$ cat config.mk
export PLATFORM = sky130hd
export DESIGN_NAME = shift_reg_unit
export DESIGN_NICKNAME = d
export VERILOG_FILES = /design/src/rtl/shift_reg_unit.sv
export SDC_FILE = /design/constraint.sdc
export NUM_CORES = 1
export LEC_CHECK = 0
export BUFFER_PORTS_ARGS = -buffer_cell sky130_fd_sc_hd__clkbuf_2
export CAP_MARGIN = 20
export CORE_ASPECT_RATIO = 1.4
export CORE_MARGIN = 2
export CORE_UTILIZATION = 33
export DETAILED_ROUTE_END_ITERATION = 6
export PLACE_DENSITY_LB_ADDON = 0.15
export SLEW_MARGIN = 20
export SYNTH_ARGS = -nofsm -noshare
export SYNTH_HDL_FRONTEND = slang
export SYNTH_SLANG_ARGS = --single-unit
$ cat constraint.sdc
create_clock -name clk -period 2.3 [get_ports clk]
set_input_delay 0.345 -clock clk [delete_from_list [all_inputs] [get_ports clk]]
set_output_delay 0.345 -clock clk [all_outputs]
set_load 0.005 [all_outputs]
$ cat src/rtl/shift_reg_unit.sv
// Shift register holding a datapath word; shifts one bit per clock with a busy/done handshake.
// Defining SHIFTREG_BARREL_EN replaces the iterative engine with a single-cycle barrel shifter.
module shift_reg_unit #(
  parameter int WIDTH = 32
) (
  input  logic                     clk,
  input  logic                     reset,
  input  logic [2:0]               func,
  input  logic [$clog2(WIDTH)-1:0] n,
  input  logic [WIDTH-1:0]         data_in,
  output logic [WIDTH-1:0]         data_out,
  output logic                     busy,
  output logic                     done
);

  localparam int NW = $clog2(WIDTH);

  localparam logic [2:0] FN_LOAD = 3'b001;
  localparam logic [2:0] FN_SLL  = 3'b010;
  localparam logic [2:0] FN_SRL  = 3'b011;
  localparam logic [2:0] FN_SRA  = 3'b100;
  localparam logic [2:0] FN_ROR  = 3'b101;
  localparam logic [2:0] FN_ROL  = 3'b110;

  function automatic logic is_shift(input logic [2:0] f);
    return (f >= FN_SLL) && (f <= FN_ROL);
  endfunction

  logic [WIDTH-1:0] data_reg, data_next;
  logic             done_reg, done_next;

`ifdef SHIFTREG_BARREL_EN

  // Rotates come from a doubled word so the wrapped bits fall out of a plain shift.
  function automatic logic [WIDTH-1:0] barrel(input logic [WIDTH-1:0] x,
                                              input logic [2:0]       op,
                                              input logic [NW-1:0]    amt);
    logic [2*WIDTH-1:0] dbl_r;
    logic [2*WIDTH-1:0] dbl_l;
    dbl_r = {x, x} >> amt;
    dbl_l = {x, x} << amt;
    case (op)
      FN_SLL:  return x << amt;
      FN_SRL:  return x >> amt;
      FN_SRA:  return $unsigned($signed(x) >>> amt);
      FN_ROR:  return dbl_r[WIDTH-1:0];
      FN_ROL:  return dbl_l[2*WIDTH-1:WIDTH];
      default: return x;
    endcase
  endfunction

  always_comb begin
    data_next = data_reg;
    done_next = 1'b0;
    if (func == FN_LOAD) begin
      data_next = data_in;
      done_next = 1'b1;
    end else if (is_shift(func)) begin
      data_next = barrel(data_reg, func, n);
      done_next = 1'b1;
    end
  end

  always_ff @(posedge clk) begin
    if (reset) begin
      data_reg <= '0;
      done_reg <= 1'b0;
    end else begin
      data_reg <= data_next;
      done_reg <= done_next;
    end
  end

  assign busy = 1'b0;

`else

  typedef enum logic {IDLE, SHIFT} state_t;

  state_t          state_reg, state_next;
  logic [NW-1:0]   cnt_reg, cnt_next;
  logic [2:0]      op_reg, op_next;

  function automatic logic [WIDTH-1:0] step1(input logic [WIDTH-1:0] x,
                                             input logic [2:0]       op);
    case (op)
      FN_SLL:  return {x[WIDTH-2:0], 1'b0};
      FN_SRL:  return {1'b0, x[WIDTH-1:1]};
      FN_SRA:  return {x[WIDTH-1], x[WIDTH-1:1]};
      FN_ROR:  return {x[0], x[WIDTH-1:1]};
      FN_ROL:  return {x[WIDTH-2:0], x[WIDTH-1]};
      default: return x;
    endcase
  endfunction

  always_comb begin
    state_next = state_reg;
    cnt_next   = cnt_reg;
    op_next    = op_reg;
    data_next  = data_reg;
    done_next  = 1'b0;
    case (state_reg)
      IDLE: begin
        if (func == FN_LOAD) begin
          data_next = data_in;
          done_next = 1'b1;
        end else if (is_shift(func)) begin
          if (n == '0) begin
            done_next = 1'b1;
          end else begin
            op_next    = func;
            cnt_next   = n;
            state_next = SHIFT;
          end
        end
      end
      SHIFT: begin
        // Commands presented here are dropped; only the latched op advances.
        data_next = step1(data_reg, op_reg);
        cnt_next  = cnt_reg - NW'(1);
        if (cnt_reg == NW'(1)) begin
          state_next = IDLE;
          done_next  = 1'b1;
        end
      end
      default: state_next = IDLE;
    endcase
  end

  always_ff @(posedge clk) begin
    if (reset) begin
      state_reg <= IDLE;
      cnt_reg   <= '0;
      op_reg    <= 3'b000;
      data_reg  <= '0;
      done_reg  <= 1'b0;
    end else begin
      state_reg <= state_next;
      cnt_reg   <= cnt_next;
      op_reg    <= op_next;
      data_reg  <= data_next;
      done_reg  <= done_next;
    end
  end

  assign busy = (state_reg == SHIFT);

`endif

  assign data_out = data_reg;
  assign done     = done_reg;

endmodule

* Word level (Yosys, flattened, before mapping)
Cells that the tools add are included.
Cells by class: add/subtract/negate cells 1, order comparisons 2, equality and inequality tests 14, multiplexer cells 17, bitwise operators 3, reductions and logical operators 6
Operator list (number):
- $pmux W32 S5 | 1
- $pmux W32 S2 | 1
- $mux W32 | 1
- $mux W5 | 3
- $ne A2 B2 Y1 const B | 5
- $pmux W5 S2 | 1
- $eq A3 B3 Y1 const B | 3
- $mux W1 | 8
- $eq A3 B2 Y1 const B | 2
- $ne A6 B1 Y1 const B | 1
- $reduce_and A3 Y1 | 2
- $eq A5 B1 Y1 const B | 1
- $logic_not A5 Y1 | 1
- $ne A5 B1 Y1 const B | 1
- $sub A5 B1 Y5 const B | 1
- $pmux W1 S2 | 2
- $reduce_and A4 Y1 | 1
- $eq A3 B1 Y1 const B | 1
- $ge A3 B2 Y1 const B | 1
- $le A3 B3 Y1 const B | 1
- $not A1 Y1 | 3
- $reduce_and A2 Y1 | 1
- $logic_and A1 B1 Y1 | 1
Word-level totals: bits in registers 42, input port bits 42, output and inout port bits 34, word-level logic and storage cells 49

* Longest topological paths before layout
Gate-level depths: netlist of the first run.
depth in word-level cells 5, gate-level depth with buffers 7, mapped depth without buffers 6

* Worst setup path before layout of the first run
OpenSTA, ideal clock, no wires.
kind register to register, start point register op_reg[1], end point register data_reg[1], in the netlist data_out[1], setup time 0.132 ns, arrival 1.333 ns, required time 2.168 ns, slack 0.835 ns, stages on the path, launching flop included 7, path buffers 2, period minus slack after synthesis 1.465 ns, cells stage by stage dfxtp_1 > or2_1 > buf_2 > buf_6 > o22a_1 > a311oi_1 > nor3_1
On the way: longest elaborated chain between the ends 3, elaborated cells between the ends (all ways) 9, those cells by class eq/ne (6); mux (2); reduce/logical (1)
Ends and longest elaborated chain:
- start, declared | line 82 | logic [2:0] op_reg, op_next;
- start signal, assigned | line 140 | op_reg <= op_next;
- $eq A3 B3 Y1 / $eq A3 B2 Y1 (equally long branches) | line 86 | case (op)
- $pmux W32 S5 / $ne A6 B1 Y1 (equally long branches)
- $pmux W32 S2 / $reduce_and A2 Y1 (equally long branches)
- end signal, assigned | line 141 | data_reg <= data_next;
- end, declared | line 29 | logic [WIDTH-1:0] data_reg, data_next;
Parallel ways exist; a longest one is shown, timed or not. A chain may end at the register's enable or synchronous reset.

* Worst setup path after layout of the first run
start point register op_reg[1], end point register data_reg[27], in the netlist data_out[27]
Same word-level chain as after synthesis.

==> results.yml, run 1 <==
sta:
  timing.final.max_slew_violations: 0
  setup_tns_ps: 0
  hold_viol: 0
  worstMarginPinSlew_ps: 996
  fin_skew_ps: 5.40
  max_slew_margin: 0.333
  whs_ps: 329
  fmax_mhz: 502
  setup_viol: 0
  fin_crit_ps: 1990
  period_share: 0.866
  rsz0062_at_grt: "false"
yosys:
  yosysWarnings: 0
  synth_ff_type: "dfxtp_1"
  yosysUniqueCellTypes: 47
  synth_top_area_frac: 0.271
  synth_edf_count: 0
  syn_inst: 365
  avgSynthCellArea_sq_um: 8.49
  yosysTopAreaCell: "dfxtp_1"
  synth_seq_cells: 42
  synth_nets: 409
  syn_area_sq_mm: 0.00310
  seq_area_frac_synth: 0.271
  synthArstFlopShare: 0
  synth_top_cells_by_area: "dfxtp_1 (27%), mux2i_1 (10%), nor2b_1 (8.3%), a311oi_1 (7.9%), o22a_1 (7.9%)"
clock_tree:
  cts_sinks: 42
  clk_latency_ps: 290
  cts_tree: "done"
  numCtsBuffers: 5
  post_cts_buffers: 0
  clkTransAtPathRegs_ps: 70
  cts-root-buf: "clkbuf_16"
  clockBufferDepth: 2
  cts_hold_buf: 0
  h-tree-depth: 2
  cts-resized-gates: 0
drt:
  wl_um: 8970
  dr.first_iter.drc_count: 157
  met1_length_um: 4030
  drc: 6
  firstDrtPassIters: 6
  route.met2.wl_um: 4510
  vias: 2946
  wl_met3_um: 328
  avgViaCountPerCell: 5.54
  top_layer_used: "met4"
  wl_per_cell_um: 16.9
  ant_nets: 0
final_layout:
  final_common_cell: "clkbuf_2"
  drive_gt1_frac: 0.254
  nFillCells: 989
  area_growth_syn_to_layout_pct: 16.5
  antennaDiodeCount: 0
  largest_register_ffs: 32
  most-common-layout-cells: "clkbuf_2 (75), nor2b_1 (41), dfxtp_1 (41), nor2_1 (37), mux2i_1 (31)"
  nets: 468
grt:
  grt_pass1_vias: 2972
  grt_max_degree: 44
  grt_use_total: 0.180
  grt_overflow: 0
  antenna_found_initial: 0
  grt_pass1_wl_um: 14900
place:
  port_buffers: 75
  place_hpwl_um: 6200
  place_congestion: 0.720
floorplan:
  die_w_um: 85.9
  core_area_sq_mm: 0.00908
  start_util: 0.341
  ioPinCount: 76
  die-area_sq_mm: 0.0102
  rows: 41
  die_h_um: 119
hold_path:
  hold_class: "in -> reg"
  hp-start: "func[0]"
worst_setup_path:
  cp_cell_sequence: "buf_4 -> nor4bb_1 -> a21oi_1 -> a311oi_1 -> nor3_1"
  cp-end-kind: "flop"
  critPathSlowestCell: "dfxtp_1"
  worst_ep_arrival_time_ps: 2130
  max_stage_delay_ps: 690
  regToRegStartpoint: "op_reg[1]"
  worstPathRequired_ps: 2440
  start_kind: "flop"
  path_max_fanout: 23
  critical_path_class: "reg -> reg"
  crit_buf_inv: 1
  cp_top_family: "flip-flops"
  setup.worst_path.start: "op_reg[1]"
job:
  maxCapViolCount: 0
run_status:
  violations: "design-rule violations"
  status: "finished with violations"
power_and_ir_drop:
  powerDensity_mw_per_mm2: 716
  static-leakage-power_nw: 1.64
  ir_worst_vdd_mv: 0.287
## per-layer routing
layer	up-vias	global-route usage
met5	-	0
met4	0	0.0476
met3	6	0.0300
met2	62	0.301
met1	1395	0.237
li1	1483	-
## worst min-delay path, stage by stage
cell,delay [ps]
clkbuf_2,100
nand2b_1,70
mux2i_1,60
## logic make-up after synthesis
| group | synth area share |
|---|---|
| and+or+nand+nor | 0.283 |
| AOI/OAI and AO/OA | 0.244 |
| DFF | 0.271 |
| buffers and inverters | 0.0836 |
| muxes | 0.107 |
| adders and majority gates | 0.00808 |
| xor gates and xnor gates | 0.00283 |
## final timing paths
| kind | end | slack (ps) | cells past startpoint |
|---|---|---|---|
| max | data_out[27] | 310 | 5 |
| min | op_reg[0] | 330 | 3 |
| max reg2reg | data_out[27] | 310 | 5 |
| min reg2reg | cnt_reg[4] | 500 | 2 |
## cell type report
class                      instances  area (sq um)  share of cell area
inverter                           5          18.8             0.00520
timing repair buffer              87           465               0.129
clock buffer                       7           143              0.0395
tap                              107           134              0.0371
clock inverter                     1          5.00             0.00139
multi-input combinational        283          2000               0.554
sequential                        42           842               0.233
## power by group
part           total [mW]  switching, mW  leakage [nW]  internal, mW
clock network       0.743          0.311        0.0739         0.432
logic               0.858          0.437          1.22         0.422
registers           0.982          0.154         0.347         0.828
total                2.58          0.902          1.64          1.68
## Yosys cell counts (5+ instances only)
master / n
o22a_1: 28
nor2_1: 37
inv_1: 5
buf_6: 10
a311oi_1: 28
nand2b_1: 9
nor2b_1: 41
o21ai_0: 6
a21oi_1: 13
mux2i_1: 31
and2b_1: 15
nor3_1: 29
buf_2: 9
nand2_1: 6
clkbuf_1: 12
dfxtp_1: 42
## through the flow
| stage | worst slack [ps] | cells | utilization | power [mW] | instance area [sq um] |
|---|---|---|---|---|---|
| 4_1_cts | 316 | 532 | 0.397 | 2.60 | 3610 |
| 5_1_grt | 155 | 532 | 0.397 | 2.74 | 3610 |
| 3_3_place_gp | 333 | 524 | 0.381 | 1.85 | 3460 |
| 3_5_place_dp | 335 | 524 | 0.381 | 1.86 | 3460 |
| 2_1_floorplan | 835 | 365 | - | 1.62 | 3100 |
| 6_report | 309 | 532 | 0.397 | 2.58 | 3610 |
Power figures use the tool's default switching activity.
==> run 2: changes to the inputs <==
Settings changed: CTS_BUF_LIST from default to sky130_fd_sc_hd__clkbuf_2.
==> run 2 against run 1 <==
  * The run still ends with design-rule violations left
  * Fmax is 0.75% lower
  * Clock power down 53%
  * Register-to-register slack got worse by 20 ps
  * Cell area decreased by 2.9%
  * First-iteration DRC count rose by 1.9%
  * Flip-flop and latch count is the same
  * Via count is essentially flat
  * Largest cell class unchanged
  * Highest routed layer unchanged
==> results.yml, run 2 (synthesis results as in run 1) <==
sta:
  whs_ps: 129
  fin_crit_ps: 2010
  period_share: 0.872
  setup_ws_ps: 294
  worstMarginPinSlew_ps: 1000
  timing.final.max_slew_violations: 0
  hold_viol: 0
  max_slew_margin: 0.329
  fmax_mhz: 498
  setup_tns_ps: 0
  fin_skew_ps: 16.0
  rsz0062_at_grt: "false"
  setup_viol: 0
grt:
  grt_max_degree: 44
  antenna_found_initial: 1
  grt_pass1_vias: 2973
  grt_pass1_wl_um: 14800
  grt_use_total: 0.179
  grt_overflow: 0
clock_tree:
  post_cts_buffers: 0
  numCtsBuffers: 5
  clkTransAtPathRegs_ps: 240
  clk_latency_ps: 450
  cts-root-buf: "clkbuf_2"
  cts-resized-gates: 0
  cts_sinks: 42
  cts_hold_buf: 0
  clockBufferDepth: 2
  h-tree-depth: 2
  cts_tree: "done"
hold_path:
  hold_class: "in -> reg"
final_layout:
  seq_area_sq_um: 842
  nFillCells: 1001
  final_common_cell: "clkbuf_2"
  largest_register_ffs: 32
  most-common-layout-cells: "clkbuf_2 (81), nor2b_1 (41), dfxtp_1 (41), nor2_1 (37), mux2i_1 (31)"
  nets: 468
  multiInputGateArea_sq_mm: 0.00200
  area_growth_syn_to_layout_pct: 13.0
  drive_gt1_frac: 0.254
place:
  dp_slack_ps: 335
  place_congestion: 0.720
  place_hpwl_um: 6200
  port_buffers: 75
drt:
  wl_um: 8970
  ant_nets: 0
  dr.first_iter.drc_count: 160
  firstDrtPassIters: 7
  wl_per_cell_um: 16.8
  drc: 6
  vias: 2948
  avgViaCountPerCell: 5.53
floorplan:
  rows: 41
  die-area_sq_mm: 0.0102
  die_w_um: 85.9
  die_h_um: 119
  start_util: 0.341
  core_area_sq_mm: 0.00908
  ioPinCount: 76
power_and_ir_drop:
  finalPower_mw: 2.19
  static-leakage-power_nw: 1.59
  powerDensity_mw_per_mm2: 625
  ir_worst_vdd_mv: 0.215
run_status:
  status: "finished with violations"
  violations: "design-rule violations"
worst_setup_path:
  max_stage_delay_ps: 720
  path_max_fanout: 23
  worst_ep_arrival_time_ps: 2330
  critical_path_class: "reg -> reg"
  start_kind: "flop"
  worstPathRequired_ps: 2620
  cp-end-kind: "flop"
  critPathSlowestCell: "dfxtp_1"
  cp_cell_sequence: "buf_4 -> nor4bb_1 -> a21oi_1 -> a311oi_1 -> nor3_1"
job:
  maxCapViolCount: 0
## run 2: cell count changes in the layout (fill, tap and decap cells not counted), sizes merged
cell and change:
diode +1, clkbuf -1, clkinv +1
## run 2: cell type report
type                    instances  area share
diodes                          1    0.000715
clock buffers                   6     0.00857
clock inverters                 2     0.00250
inverters                       5     0.00536
multi-input cells             283       0.571
flip-flops and latches         42       0.240
well taps                     107      0.0382
repair buffers                 87       0.133
## run 2: final timing paths
check / start / end / slack (ps) / cells past startpoint
setup / recovery: op_reg[1] / data_out[27] / 290 / 5
hold / removal: func[0] / op_reg[0] / 130 / 3
setup reg to reg: op_reg[1] / data_out[27] / 290 / 5
hold reg to reg: cnt_reg[4] / cnt_reg[4] / 520 / 2
## run 2: metal layers
| metal | track usage | vias to the layer above | part of all wire |
|---|---|---|---|
| met2 | 0.298 | 71 | 0.50 |
| met3 | 0.0300 | 5 | 0.037 |
| met1 | 0.235 | 1396 | 0.45 |
| met5 | 0 | - | 0 |
| met4 | 0.0526 | 0 | 0.013 |
| li1 | - | 1476 | - |
## run 2: through the flow
stage,utilization,instances,instance area (sq um)
2_1_floorplan,-,365,3100
3_3_place_gp,0.381,524,3460
3_5_place_dp,0.381,524,3460
4_1_cts,0.385,532,3500
5_1_grt,0.386,533,3500
6_report,0.386,533,3500
## run 2: critical path: cells and delay by family (launching register included)
kind            cells  cell delay [ps]
simple gates        2              480
compound gates      2              350
flops               1              720
buf+inv             1              330
## run 2: power by group
part	switching [mW]	total [mW]	internal, mW
Combinational	0.437	0.858	0.421
Clock	0.275	0.349	0.0746
Sequential	0.153	0.981	0.828
Total	0.865	2.19	1.32
==> run 3: changes to the inputs <==
Settings changed: PLACE_DENSITY_LB_ADDON 0.15 to 0.25.
==> run 3 against run 2 <==
  * The run still ends with design-rule violations left
  * Clock power down 7.2%
  * Total power down 1.3%
  * Hold slack better by 32 ps
  * Worst setup slack better by 110 ps
  * Cell area down 0.11%
  * Via count down 0.54%
  * Sequential share of layout area about the same
  * Fmax up 5.8%
  * Register-to-register slack better by 110 ps
  * Combinational power about the same
  * Die area unchanged
  * Critical path depth down 1
  * Critical path type unchanged
  * Largest cell class unchanged
==> results.yml, run 3 (synthesis results as in run 1) <==
drt:
  dr.first_iter.drc_count: 176
  ant_nets: 0
  avgViaCountPerCell: 5.51
  vias: 2932
  wl_per_cell_um: 16.4
  wl_um: 8740
  firstDrtPassIters: 7
  drc: 6
grt:
  use_met1: 0.223
  grt_use_total: 0.174
  grt_pass1_wl_um: 14600
  met3_usage: 0.0279
  grt_pass1_vias: 2906
  grt_max_degree: 42
  grt_overflow: 0
  antenna_found_initial: 1
  gr-usage-met2: 0.295
  grt.busiest_layer: "met2"
worst_setup_path:
  setup.worst_path.start: "op_reg[1]"
  start_kind: "flop"
  worstPathRequired_ps: 2630
  path_max_fanout: 34
  regToRegStartpoint: "op_reg[1]"
  critical_path_class: "reg -> reg"
  worst_ep_arrival_time_ps: 2230
  cp-end-kind: "flop"
sta:
  worstMarginPinSlew_ps: 966
  timing.final.max_slew_violations: 0
  rsz0062_at_grt: "false"
  fin_crit_ps: 1900
  period_share: 0.824
  fin_skew_ps: 24.2
  hold_viol: 0
  fmax_mhz: 527
  whs_ps: 161
  setup_tns_ps: 0
  setup_viol: 0
  max_slew_margin: 0.353
  setup_ws_ps: 404
place:
  port_buffers: 75
  place_congestion: 0.763
  place_inst: 524
  dp_slack_ps: 416
  place_hpwl_um: 6100
  placed_area_sq_mm: 0.00346
hold_path:
  hold_class: "in -> reg"
  hp-start: "func[0]"
power_and_ir_drop:
  p_int_mw: 1.31
  static-leakage-power_nw: 1.59
  p_clk_frac: 0.150
  finalPower_mw: 2.16
  ir_worst_vdd_mv: 0.196
  powerDensity_mw_per_mm2: 618
  netSwitchingPower_mw: 0.846
  sw_frac_of_total: 0.392
  power_frac_comb: 0.398
  sequentialPowerShare: 0.452
final_layout:
  nets: 468
  final_common_cell: "clkbuf_2"
  most-common-layout-cells: "clkbuf_2 (80), nor2b_1 (41), dfxtp_1 (41), nor2_1 (37), mux2i_1 (31)"
  final_area_sq_mm: 0.00350
  stdcell_count: 532
  largest_register_ffs: 32
  finish.utilization: 0.385
  area_growth_syn_to_layout_pct: 12.9
  drive_gt1_frac: 0.255
floorplan:
  die_w_um: 85.9
  core_area_sq_mm: 0.00908
  die-area_sq_mm: 0.0102
  ioPinCount: 76
  start_util: 0.341
  rows: 41
  die_h_um: 119
job:
  maxCapViolCount: 0
clock_tree:
  cts-resized-gates: 0
  cts_hold_buf: 0
  clockBufferDepth: 2
  clk_latency_ps: 410
  cts_sinks: 42
  clkTransAtPathRegs_ps: 240
  post_cts_buffers: 0
  numCtsBuffers: 5
  cts-root-buf: "clkbuf_2"
  h-tree-depth: 2
  cts_tree: "done"
run_status:
  status: "finished with violations"
  violations: "design-rule violations"
run 3: changes by cell type in the layout (fill, tap and decap cells not counted):
cell and change:
clkinv_1 -1, clkbuf_2 -1, clkinv_2 +1
run 3: layout make-up:
cell class              instances  area [sq um]
flip-flops and latches         42           842
clock inverters                 2          10.0
diodes                          1          2.50
inverters                       5          18.8
clock buffers                   5          25.0
well taps                     107           134
fillers                       952          5580
multi-input cells             283          2000
repair buffers                 87           465
run 3: worst paths after layout:
| check | end | slack (ps) | depth (start not counted) |
|---|---|---|---|
| hold / removal | op_reg[0] | 160 | 3 |
| hold reg to reg | cnt_reg[4] | 520 | 2 |
| setup reg to reg | data_out[1] | 400 | 4 |
| setup / recovery | data_out[1] | 400 | 4 |
run 3: power by group through the flow:
stage	clock network, mW	logic, mW	registers [mW]
finish	0.324	0.860	0.977
global route	0.362	0.965	0.996
CTS	0.336	0.868	0.977
detailed placement	0	0.864	0.992
global placement	0	0.852	0.994
floorplan	0	0.674	0.942
run 3: critical path, cell delays in order (launching register included):
cell and delay (ps):
dfxtp_1 700, nand4_1 310, o211ai_4 480, a311oi_1 110, nor3_1 210
run 3: metal layers:
metal | wire, um | up-vias
met2 | 4340 | 80
met5 | 0 | -
met4 | 127 | 0
met1 | 3890 | 1369
met3 | 375 | 9
li1 | - | 1474
